### src/rtl/fc_result_argmax.sv
// Per-sample argmax over the fc_3 logit stream; a result is visible 1 clk after the last logit of a sample.
// Results drain from a FWFT FIFO over valid/ready; when full without a pop they are dropped (sticky overflow). ARGMAX_SCORE_EN stores the score.
module fc_result_argmax #(
   parameter int DATA_W      = 36,
   parameter int NUM_CLASSES = 2,
   parameter int NUM_SAMPLES = 42,
   parameter int FIFO_DEPTH  = 8,
   localparam int CLS_W = (NUM_CLASSES > 1) ? $clog2(NUM_CLASSES) : 1,
   localparam int CNT_W = $clog2(FIFO_DEPTH + 1)
) (
   input  logic                     clk_i,
   input  logic                     rst_i,
   input  logic                     start_i,
   input  logic                     logit_en_i,
   input  logic signed [DATA_W-1:0] logit_i,
   output logic                     result_valid_o,
   input  logic                     result_ready_i,
   output logic [7:0]               result_idx_o,
   output logic [CLS_W-1:0]         result_class_o,
   output logic signed [DATA_W-1:0] result_score_o,
   output logic [CNT_W-1:0]         fifo_count_o,
   output logic                     overflow_o,
   output logic                     all_done_o
);

   localparam int PTR_W = (FIFO_DEPTH > 1) ? $clog2(FIFO_DEPTH) : 1;
   localparam logic [CLS_W-1:0] LAST_CLS = CLS_W'(NUM_CLASSES - 1);
   localparam logic [7:0]       LAST_SMP = 8'(NUM_SAMPLES - 1);
   localparam logic [CNT_W-1:0] FULL_CNT = CNT_W'(FIFO_DEPTH);

   typedef enum logic [1:0] {S_IDLE, S_COLLECT, S_DONE} state_t;

   state_t                   r_state, w_state_nxt;
   logic [CLS_W-1:0]         r_cls_cnt;
   logic [7:0]               r_sample_cnt;
   logic signed [DATA_W-1:0] r_best;
   logic [CLS_W-1:0]         r_best_cls;
   logic [7:0]               r_mem_idx [FIFO_DEPTH];
   logic [CLS_W-1:0]         r_mem_cls [FIFO_DEPTH];
`ifdef ARGMAX_SCORE_EN
   logic signed [DATA_W-1:0] r_mem_score [FIFO_DEPTH];
`endif
   logic [PTR_W-1:0]         r_wr_ptr, r_rd_ptr;
   logic [CNT_W-1:0]         r_count;
   logic                     r_overflow, r_all_done;

   logic                     w_take, w_last, w_gt, w_push, w_full, w_pop, w_wr;
   logic signed [DATA_W-1:0] w_best_nxt;
   logic [CLS_W-1:0]         w_cls_nxt;

   // The last logit's comparison is folded in here so the push carries the final winner.
   always_comb begin
      w_take     = logit_en_i && (r_state == S_COLLECT) && !start_i;
      w_last     = (r_cls_cnt == LAST_CLS);
      w_gt       = logit_i > r_best;
      w_best_nxt = r_best;
      w_cls_nxt  = r_best_cls;
      if ((r_cls_cnt == '0) || w_gt) begin
         w_best_nxt = logit_i;
         w_cls_nxt  = r_cls_cnt;
      end
      w_push = w_take && w_last;
      w_full = (r_count == FULL_CNT);
      w_pop  = (r_count != '0) && result_ready_i;
      w_wr   = w_push && (!w_full || w_pop);
   end

   always_comb begin
      w_state_nxt = r_state;
      case (r_state)
         S_IDLE:    if (start_i) w_state_nxt = S_COLLECT;
         S_COLLECT: begin
            if (start_i)                                 w_state_nxt = S_COLLECT;
            else if (w_push && (r_sample_cnt == LAST_SMP)) w_state_nxt = S_DONE;
         end
         S_DONE:    if (start_i) w_state_nxt = S_COLLECT;
         default:   w_state_nxt = S_IDLE;
      endcase
   end

   always_ff @(posedge clk_i) begin
      if (rst_i) begin
         r_state      <= S_IDLE;
         r_cls_cnt    <= '0;
         r_sample_cnt <= '0;
         r_best       <= '0;
         r_best_cls   <= '0;
         r_wr_ptr     <= '0;
         r_rd_ptr     <= '0;
         r_count      <= '0;
         r_overflow   <= 1'b0;
         r_all_done   <= 1'b0;
      end else begin
         r_state <= w_state_nxt;
         if (start_i) begin
            r_cls_cnt    <= '0;
            r_sample_cnt <= '0;
            r_best       <= '0;
            r_best_cls   <= '0;
            r_wr_ptr     <= '0;
            r_rd_ptr     <= '0;
            r_count      <= '0;
            r_overflow   <= 1'b0;
            r_all_done   <= 1'b0;
         end else begin
            if (w_take) begin
               r_cls_cnt  <= w_last ? '0 : r_cls_cnt + 1'b1;
               r_best     <= w_best_nxt;
               r_best_cls <= w_cls_nxt;
            end
            if (w_push) begin
               r_sample_cnt <= r_sample_cnt + 8'd1;
               if (r_sample_cnt == LAST_SMP) r_all_done <= 1'b1;
               if (!w_wr)                    r_overflow <= 1'b1;
            end
            if (w_wr)  r_wr_ptr <= r_wr_ptr + 1'b1;
            if (w_pop) r_rd_ptr <= r_rd_ptr + 1'b1;
            case ({w_wr, w_pop})
               2'b10:   r_count <= r_count + 1'b1;
               2'b01:   r_count <= r_count - 1'b1;
               default: r_count <= r_count;
            endcase
         end
      end
   end

   always_ff @(posedge clk_i) begin
      if (w_wr) begin
         r_mem_idx[r_wr_ptr]   <= r_sample_cnt;
         r_mem_cls[r_wr_ptr]   <= w_cls_nxt;
`ifdef ARGMAX_SCORE_EN
         r_mem_score[r_wr_ptr] <= w_best_nxt;
`endif
      end
   end

   // Head fields are masked while empty so stale storage never reaches the outputs.
   assign result_valid_o = (r_count != '0);
   assign result_idx_o   = result_valid_o ? r_mem_idx[r_rd_ptr] : '0;
   assign result_class_o = result_valid_o ? r_mem_cls[r_rd_ptr] : '0;
`ifdef ARGMAX_SCORE_EN
   assign result_score_o = result_valid_o ? r_mem_score[r_rd_ptr] : '0;
`else
   assign result_score_o = '0;
`endif
   assign fifo_count_o   = r_count;
   assign overflow_o     = r_overflow;
   assign all_done_o     = r_all_done;

endmodule

### config.mk
export PLATFORM = sky130hd
export DESIGN_NAME = fc_result_argmax
export DESIGN_NICKNAME = d
export VERILOG_FILES = /design/src/rtl/fc_result_argmax.sv
export SDC_FILE = /design/constraint.sdc
export NUM_CORES = 1
export LEC_CHECK = 0
export BUFFER_PORTS_ARGS = -buffer_cell sky130_fd_sc_hd__buf_2
export CORE_UTILIZATION = 35
export CTS_CLUSTER_SIZE = 12
export DETAILED_ROUTE_END_ITERATION = 8
export PLACE_DENSITY_LB_ADDON = 0.15
export SLEW_MARGIN = 20
export SYNTH_ARGS = -nofsm -noshare
export SYNTH_HDL_FRONTEND = slang
export SYNTH_SLANG_ARGS = --single-unit
export TNS_END_PERCENT = 10
### constraint.sdc
create_clock -name clk_i -period 5.37 [get_ports clk_i]
set_input_delay 0.2685 -clock clk_i [delete_from_list [all_inputs] [get_ports clk_i]]
set_output_delay 0.2685 -clock clk_i [all_outputs]
set_load 0.1 [all_outputs]
==> flow_summary.ini <==
[status]
status = finished clean

[grt]
antenna_found_initial = 1
grt_usage_pct = 15.4
grt_overflow = 0
grt_pass1_wl_mm = 22.9
grt_pass1_vias = 4315
met1_usage_pct = 18.1
grt_max_degree = 61
busiest_layer = met2
use_met3_pct = 4.72
met2_usage_pct = 26.8

[clock_tree]
numCtsBuffers = 17
cts_hold_buf = 0
cts_setup_buffers = 0
cts_max_level = 4
cts_resized = 0
cts_num_sinks = 135
clkTransAtPathRegs_ns = 0.06
cts-root-buf = clkbuf_16
cts.path.max_buffers = 2
clk_latency_ns = 0.42
cts_tree = built

[detailed_routing]
wl_per_cell_um = 16.0
first_iter_violations = 213
viasPerCell = 4.87
drt_pass1_iterations = 4
num_vias = 4341
finalWirelength_mm = 14.2
ant_nets = 0
drc = 0

[place]
hpwlAfterDp_mm = 9.22
placement.io_buffers = 56
placed_cell_area_sq_um = 7070
gp_congestion = 0.744

[yosys]
yosys.cell_types.count = 52
synthCells = 593
syn_area_sq_um = 6730
ys.flop_type = edfxtp_1
synthTopCellsByArea = edfxtp_1 (32%), dfxtp_1 (19%), ha_1 (7.8%)
yosysSeqAreaShare_pct = 50.8
synth-edff-count = 72
synthMostInstantiatedCell = edfxtp_1
ys_seq_elements = 135
async_flop_share_pct = 0
synth.cells.most_frequent = edfxtp_1 (72), a21oi_1 (63), dfxtp_1 (63)
yosysWarnings = 0
synth_top_area_cell = edfxtp_1
avgSynthCellArea_sq_um = 11.4
synth_top_area_share_pct = 32.1

[worst_setup_path]
critPathArrivalTime_ns = 3.25
worst-path-buf-inv = 1
cp_max_fo = 10
max_stage_delay_ns = 0.75
crit_family = simple AND/OR/NAND/NOR gates
worstSetupPathType = flop to flop
cp_common_cell = a21oi_1
endpoint_kind = flop
path_cells = nor4_4 > inv_1 > nand2_1 > nor2_1 > ha_1 > a21o_1 > a21oi_1 > nand3_1 > a32oi_1 > a21oi_1
cp-start-kind = flop
slowest_stage = nor4_4
worstPathRequired_ns = 5.64

[sta]
tns_ns = 0
worst_slew_pin_slew_ns = 1.08
fin_skew_ns = 0.00868
max_freq_mhz = 336
finalCriticalPeriod_ns = 2.98
rsz0062_at_grt = false
slew_headroom_pct = 27.8
hold_viol = 0
drv_slew = 0
fin_crit_sh_pct = 55.5
setup_viol = 0

[finish]
drive_gt1_share_pct = 22.8
multi_input_area_sq_um = 2880
design_area_sq_um = 7630
diodes = 0
area_growth_pct = 13.3
nets = 728
nFillCells = 1847
seq_area_sq_um = 3420

[run]
drv_cap = 0

[die]
core_sq_um = 18800
io_pins = 93
fp-row-count = 50
die_w_um = 141
dieArea_sq_um = 19800
start_util_pct = 35.9
die_h_um = 141

[power_and_ir_drop]
p_leak_nw = 2.69
power.density_nw_per_um2 = 312
ir_drop_uv = 209

[min_path]
hold_path.class = input pin to flop
[logic make-up after synthesis]
group	after synthesis	synth area share (%)
and+or+nand+nor	146	13.5
DFF	135	50.8
buffers and inverters	108	8.77
muxes	27	7.36
AOI/OAI and AO/OA	119	9.59
adders and majority gates	43	8.10
xor gates and xnor gates	14	1.82
other	1	0.0557
[layout make-up]
type	count	area share, %
Clock buffer	19	5.67
Clock inverter	13	1.62
Inverter	45	2.21
Multi-Input combinational cell	385	37.7
Sequential cell	135	44.9
Tap cell	234	3.84
Timing Repair Buffer	60	4.07
[sequential cells by signal, summed over array words and instances (netlist names), named ones only]
| signal | cells |
|---|---|
| r_best_cls | 1 |
| overflow_o | 1 |
| r_sample_cnt | 8 |
| r_mem_cls | 8 |
| r_cls_cnt | 1 |
| r_rd_ptr | 3 |
| fifo_count_o | 4 |
| all_done_o | 1 |
| r_wr_ptr | 3 |
| r_mem_idx | 64 |
| r_best | 36 |
| r_state | 2 |
[power by group]
part / leakage (nW) / total (mW) / internal [mW] / switching [mW]
combinational: 1.21 / 0.203 / 0.0378 / 0.165
clock: 0.260 / 1.09 / 0.641 / 0.452
sequential: 1.22 / 1.08 / 1.08 / 0.00216
[metal layers]
layer / wire (um) / part of all wire, %
met1: 6110 / 43
met2: 7440 / 52
met3: 548 / 3.9
met4: 112 / 0.79
met5: 13 / 0.091
[path summary, 6_finish.rpt]
path / start / endpoint / slack (ns) / cells after the start
setup / recovery: fifo_count_o[3] / fifo_count_o[3] / 2.39 / 10
hold / removal: rst_i / r_state[0] / 0.03 / 2
setup reg to reg: fifo_count_o[3] / fifo_count_o[3] / 2.39 / 10
hold reg to reg: all_done_o / all_done_o / 0.45 / 2
[stage by stage]
stage | util [%] | std cells | worst slack [ns] | power (mW) | hold WS [ns]
floorplan | - | 628 | 1.89 | 1.29 | 0.347
global placement | 37.7 | 859 | 2.16 | 1.31 | 0.433
detailed placement | 37.7 | 859 | 2.33 | 1.31 | 0.442
CTS | 40.6 | 891 | 2.35 | 2.41 | 0.00856
global route | 40.7 | 891 | 2.13 | 2.48 | 0.0209
finish | 40.7 | 891 | 2.39 | 2.38 | 0.0266
[layout by cell type, fill, tap and decap left out, types with 17 or more instances in the layout]
cell and count:
a21oi_1 63, buf_2 56, clkbuf_16 17, conb_1 36, dfxtp_1 63, edfxtp_1 72, ha_1 42, inv_1 45
mux4_2 18, nand2_1 19, nand3_2 29, nor2_1 39, o21ai_0 32
Power figures use the tool's default switching activity.
